## config.mk

```make
export PLATFORM = sky130hd
export DESIGN_NAME = cmp_window_stats
export DESIGN_NICKNAME = d
export VERILOG_FILES = /design/src/rtl/cmp_window_stats.sv
export SDC_FILE = /design/constraint.sdc
export NUM_CORES = 1
export LEC_CHECK = 0
export CORE_MARGIN = 2
export CORE_UTILIZATION = 52
export CTS_CLUSTER_DIAMETER = 200
export DETAILED_ROUTE_END_ITERATION = 8
export PLACE_DENSITY = 0.91
export SLEW_MARGIN = 20
export SYNTH_ARGS = -nofsm -noshare
export SYNTH_HDL_FRONTEND = slang
export SYNTH_SLANG_ARGS = --single-unit
```

## constraint.sdc

```tcl
create_clock -name clk -period 3.5 [get_ports clk]
set_input_delay 0.525 -clock clk [delete_from_list [all_inputs] [get_ports clk]]
set_output_delay 0.525 -clock clk [all_outputs]
set_load 0.02 [all_outputs]
```

## src/rtl/cmp_window_stats.sv

```systemverilog
// Windowed statistics over one-hot comparator flags: counts gt/lt/eq over WINDOW accepts, reports counts and majority verdict.
// Optional one-hot legality check enabled by defining CMP_STATS_ONEHOT_CHECK_EN.
//
// state  | meaning
// IDLE   | waiting for start; counts hold last window
// ACC    | accepting samples until WINDOW accepts seen
// REPORT | result presented until out_ready handshake
module cmp_window_stats #(
    parameter int WINDOW = 8,
    localparam int CW = $clog2(WINDOW + 1)
) (
    input  logic          clk,
    input  logic          rst,
    input  logic          start,
    input  logic          in_valid,
    input  logic          in_gt,
    input  logic          in_lt,
    input  logic          in_eq,
    output logic          in_ready,
    output logic [CW-1:0] gt_cnt,
    output logic [CW-1:0] lt_cnt,
    output logic [CW-1:0] eq_cnt,
    output logic [1:0]    verdict,
    output logic          out_valid,
    input  logic          out_ready,
    output logic          busy,
    output logic          err
);

    typedef enum logic [1:0] {
        IDLE   = 2'd0,
        ACC    = 2'd1,
        REPORT = 2'd2
    } state_t;

    localparam logic [CW-1:0] WIN_C = CW'(WINDOW);
    localparam logic [CW-1:0] ONE_C = CW'(1);

    state_t        state_q, state_d;
    logic [CW-1:0] gt_cnt_q, gt_cnt_d;
    logic [CW-1:0] lt_cnt_q, lt_cnt_d;
    logic [CW-1:0] eq_cnt_q, eq_cnt_d;
    logic [CW-1:0] smp_cnt_q, smp_cnt_d;
    logic [1:0]    verdict_q, verdict_d;
    logic          accept;
    logic          last_accept;
    logic          sample_ok;
`ifdef CMP_STATS_ONEHOT_CHECK_EN
    logic          err_q, err_d;
`endif

    // Strictly largest count wins; any shared maximum is a tie.
    function automatic logic [1:0] verdict_of(input logic [CW-1:0] g,
                                              input logic [CW-1:0] l,
                                              input logic [CW-1:0] e);
        if (g > l && g > e)      return 2'b01;
        else if (l > g && l > e) return 2'b10;
        else if (e > g && e > l) return 2'b00;
        else                     return 2'b11;
    endfunction

    assign accept      = in_valid && (state_q == ACC);
    assign last_accept = accept && (smp_cnt_q == WIN_C - ONE_C);

`ifdef CMP_STATS_ONEHOT_CHECK_EN
    assign sample_ok = ({1'b0, in_gt} + {1'b0, in_lt} + {1'b0, in_eq}) == 2'd1;
`else
    assign sample_ok = 1'b1;
`endif

    always_ff @(posedge clk) begin
        if (rst) begin
            state_q   <= IDLE;
            gt_cnt_q  <= '0;
            lt_cnt_q  <= '0;
            eq_cnt_q  <= '0;
            smp_cnt_q <= '0;
            verdict_q <= 2'b00;
`ifdef CMP_STATS_ONEHOT_CHECK_EN
            err_q     <= 1'b0;
`endif
        end else begin
            state_q   <= state_d;
            gt_cnt_q  <= gt_cnt_d;
            lt_cnt_q  <= lt_cnt_d;
            eq_cnt_q  <= eq_cnt_d;
            smp_cnt_q <= smp_cnt_d;
            verdict_q <= verdict_d;
`ifdef CMP_STATS_ONEHOT_CHECK_EN
            err_q     <= err_d;
`endif
        end
    end

    always_comb begin
        state_d = state_q;
        case (state_q)
            IDLE:    if (start) state_d = ACC;
            ACC:     if (last_accept) state_d = REPORT;
            REPORT:  if (out_ready) state_d = IDLE;
            default: state_d = IDLE;
        endcase
    end

    always_comb begin
        gt_cnt_d  = gt_cnt_q;
        lt_cnt_d  = lt_cnt_q;
        eq_cnt_d  = eq_cnt_q;
        smp_cnt_d = smp_cnt_q;
        verdict_d = verdict_q;
`ifdef CMP_STATS_ONEHOT_CHECK_EN
        err_d     = err_q;
`endif
        if (state_q == IDLE && start) begin
            gt_cnt_d  = '0;
            lt_cnt_d  = '0;
            eq_cnt_d  = '0;
            smp_cnt_d = '0;
`ifdef CMP_STATS_ONEHOT_CHECK_EN
            err_d     = 1'b0;
`endif
        end else if (accept) begin
            smp_cnt_d = smp_cnt_q + ONE_C;
            if (!sample_ok) begin
`ifdef CMP_STATS_ONEHOT_CHECK_EN
                err_d = 1'b1;
`endif
            end else if (in_gt) begin
                gt_cnt_d = gt_cnt_q + ONE_C;
            end else if (in_lt) begin
                lt_cnt_d = lt_cnt_q + ONE_C;
            end else begin
                eq_cnt_d = eq_cnt_q + ONE_C;
            end
            // Verdict latched from the final counts so it is stable throughout REPORT.
            if (last_accept) verdict_d = verdict_of(gt_cnt_d, lt_cnt_d, eq_cnt_d);
        end
    end

    always_comb begin
        in_ready  = (state_q == ACC);
        out_valid = (state_q == REPORT);
        busy      = (state_q == ACC) || (state_q == REPORT);
    end

    assign gt_cnt  = gt_cnt_q;
    assign lt_cnt  = lt_cnt_q;
    assign eq_cnt  = eq_cnt_q;
    assign verdict = verdict_q;
`ifdef CMP_STATS_ONEHOT_CHECK_EN
    assign err = err_q;
`else
    assign err = 1'b0;
`endif

endmodule

```

==> results.json <==
{
  "status": "finished, final reports clean",
  "clk_path_buf_depth": 2,
  "max_freq_ghz": 0.3333,
  "synth_top_area_cell": "dfxtp_1",
  "final_common_cell": "clkdlybuf4s50_1",
  "synth_area_sq_um": 1396,
  "drt_wl_total_microns": 3196,
  "dr.pass1.iters": 4,
  "cts.repair.resized": 0,
  "path_buf_inv": 1,
  "layout.nets": 218,
  "antenna_found_initial": 0,
  "yosysWarningCount": 0,
  "clk_latency_ps": 320,
  "synth_cells": 167,
  "tritoncts.num_buffers": 3,
  "mostFrequentLayoutCells": "clkdlybuf4s50_1 (23), nand2_1 (20), dfxtp_1 (20), ha_1 (19), nor2_1 (16)",
  "grt_overflow": 0,
  "setup_viol": 0,
  "synth_top_area_share_pct": 28.67,
  "postCtsSetupRepairBufs": 0,
  "hp-class": "register to register",
  "grtUsageMet3_pct": 3.256,
  "fp.dieW_microns": 55.82,
  "synth-async-reset-ratio_pct": 0,
  "critPathKind": "primary input to register",
  "finalCritPeriodShare_pct": 85.72,
  "worst_slew_pin_slew_ps": 814.1,
  "ys.flop_type": "dfxtp_1",
  "met1_usage_pct": 24.86,
  "cts_tree": "done",
  "p_per_area_nw_per_um2": 431.9,
  "num_vias": 1270,
  "drt_iter0_drc": 25,
  "grt_use_met2_pct": 38.61,
  "placeableCoreArea_sq_um": 2522,
  "layout-drive-gt1-share_pct": 6.316,
  "area_growth_pct": 20.16,
  "critical_path.cell_chain": "clkdlybuf4s50_1 > nor2_1 > mux2_2 > ha_1 > and3_1 > a21oi_1 > o21ai_1 > a2111oi_2 > o31ai_1",
  "vdd_drop_max_mv": 0.3059,
  "die_h_microns": 55.82,
  "dp_hpwl_microns": 2427,
  "crit_fanout": 6,
  "rsz0062_at_grt": "false",
  "crit_family": "compound AO/OA/AOI/OAI gates",
  "start_util_pct": 55.36,
  "crit_slowest_cell": "clkdlybuf4s50_1",
  "cpPeakStageDelay_ps": 510,
  "grt-busiest-layer": "met2",
  "setup.worst_path.end_class": "register",
  "pin_count": 26,
  "portBuffers": 23,
  "drc": 0,
  "grt_usage_pct": 21.13,
  "wl_per_cell_microns": 14.53,
  "tns_ps": 0,
  "slew_viol_final": 0,
  "synth_fp_nets": 194,
  "yosysSeqAreaShare_pct": 28.67,
  "stdcell_count": 220,
  "cts_max_level": 1,
  "critPathArrivalTime_ps": 3210,
  "syn_area_per_cell_sq_um": 8.361,
  "die-area_sq_um": 3116,
  "cts.sink_count": 20,
  "max_slew_margin_pct": 45.70,
  "cts_hold_buf": 0,
  "ys_ff_latch": 20,
  "final_util_pct": 66.52,
  "grt_pass1_wl_microns": 5395,
  "layout_min_cycle_time_ps": 3000,
  "clk_pin_slew_ps": 130,
  "diodes": 0,
  "final_antenna_net_count": 0,
  "fill_cells": 190,
  "routabilityCongestion": 0.8360,
  "grt_pass1_vias": 1284,
  "synthTopCellsByArea": "dfxtp_1 (29%), ha_1 (17%), xor2_1 (6.9%), nand2_1 (5.4%), a21oi_1 (4.3%)",
  "place_inst": 216,
  "maxCapViolations": 0,
  "cp.required_ps": 3710,
  "synth_edf_count": 0,
  "cts_root_buffer": "clkbuf_4",
  "skew_ps": 5.376,
  "num_rows": 18,
  "synth.distinct_cells": 39,
  "p_leak_nw": 0.6873,
  "routed_via_density": 5.773,
  "hold_viol_final": 0,
  "start_kind": "primary input",
  "grt_max_degree": 18
}
==> cells in the mapped netlist, drive strengths merged (2+ instances only) <==
master  number
clkbuf       3
o31ai        3
xnor2        6
dfxtp       20
o21ai        5
nand4        4
or3          3
a21oi       13
xor2        11
nor3         2
and2         2
and3         2
ha          19
buf          2
nor2        16
nand2       20
mux2i        4
nand3        4
a211oi       2
inv         11
nand2b       3
==> tightest hold or removal path: stages, from the launching register on <==
cell and delay, ps:
dfxtp_1 330, nand2_1 50, o31ai_1 60
==> metal layers <==
layer	share of wire, %	routed length, microns
met5	0	0
met4	2.0	65
met3	4.2	134
met2	51	1645
met1	42	1350
==> cell families after synthesis <==
kind of cell    Yosys count  synth area share (%)
flops                    20                 28.67
simple gates             60                 20.79
buf+inv                  16                 5.108
fa+ha+maj                19                 17.03
compound gates           29                 13.80
xor+xnor                 17                 10.66
mux                       5                 3.674
other cells               1                0.2686
==> cell type report <==
cell class	instances	area [sq um]	area share [%]
Clock buffer	4	36.28	2.163
Timing Repair Buffer	24	237.7	14.17
Tap cell	30	37.54	2.237
Inverter	11	41.29	2.461
Sequential cell	20	400.4	23.86
Multi-Input combinational cell	131	924.6	55.11
==> registers in the layout, indices dropped and copies added (netlist names) <==
signal and count:
lt_cnt 4, gt_cnt 4, state_q 2, eq_cnt 4, smp_cnt_q 4, verdict 2
==> power by group <==
part           switching [W]  internal (W)
Sequential         0.0000176      0.000245
Clock              0.0000806     0.0000636
Combinational       0.000184      0.000133
==> per-stage QoR <==
stage	hold slack [ps]	worst slack [ps]	power (W)	area [sq um]
floorplan	453.7	869.2	0.0004844	1396
detailed placement	462.3	252.7	0.0005797	1642
finish	470.5	499.8	0.0007247	1678
global placement	440.9	330.2	0.0005570	1642
global route	522.4	302.3	0.0007634	1678
CTS	479.9	524.2	0.0007211	1678
==> path summary, 6_finish.rpt <==
check | to | from | slack [ps] | cells past startpoint
hold reg to reg | verdict[0]$_SDFFE_PP0P_ | verdict[0]$_SDFFE_PP0P_ | 470 | 2
setup / recovery | verdict[0]$_SDFFE_PP0P_ | in_lt | 500 | 9
hold / removal | verdict[0]$_SDFFE_PP0P_ | verdict[0]$_SDFFE_PP0P_ | 470 | 2
setup reg to reg | verdict[0]$_SDFFE_PP0P_ | gt_cnt[0]$_SDFFE_PP0P_ | 860 | 8
Note: power is estimated with default switching activity, not from simulation.
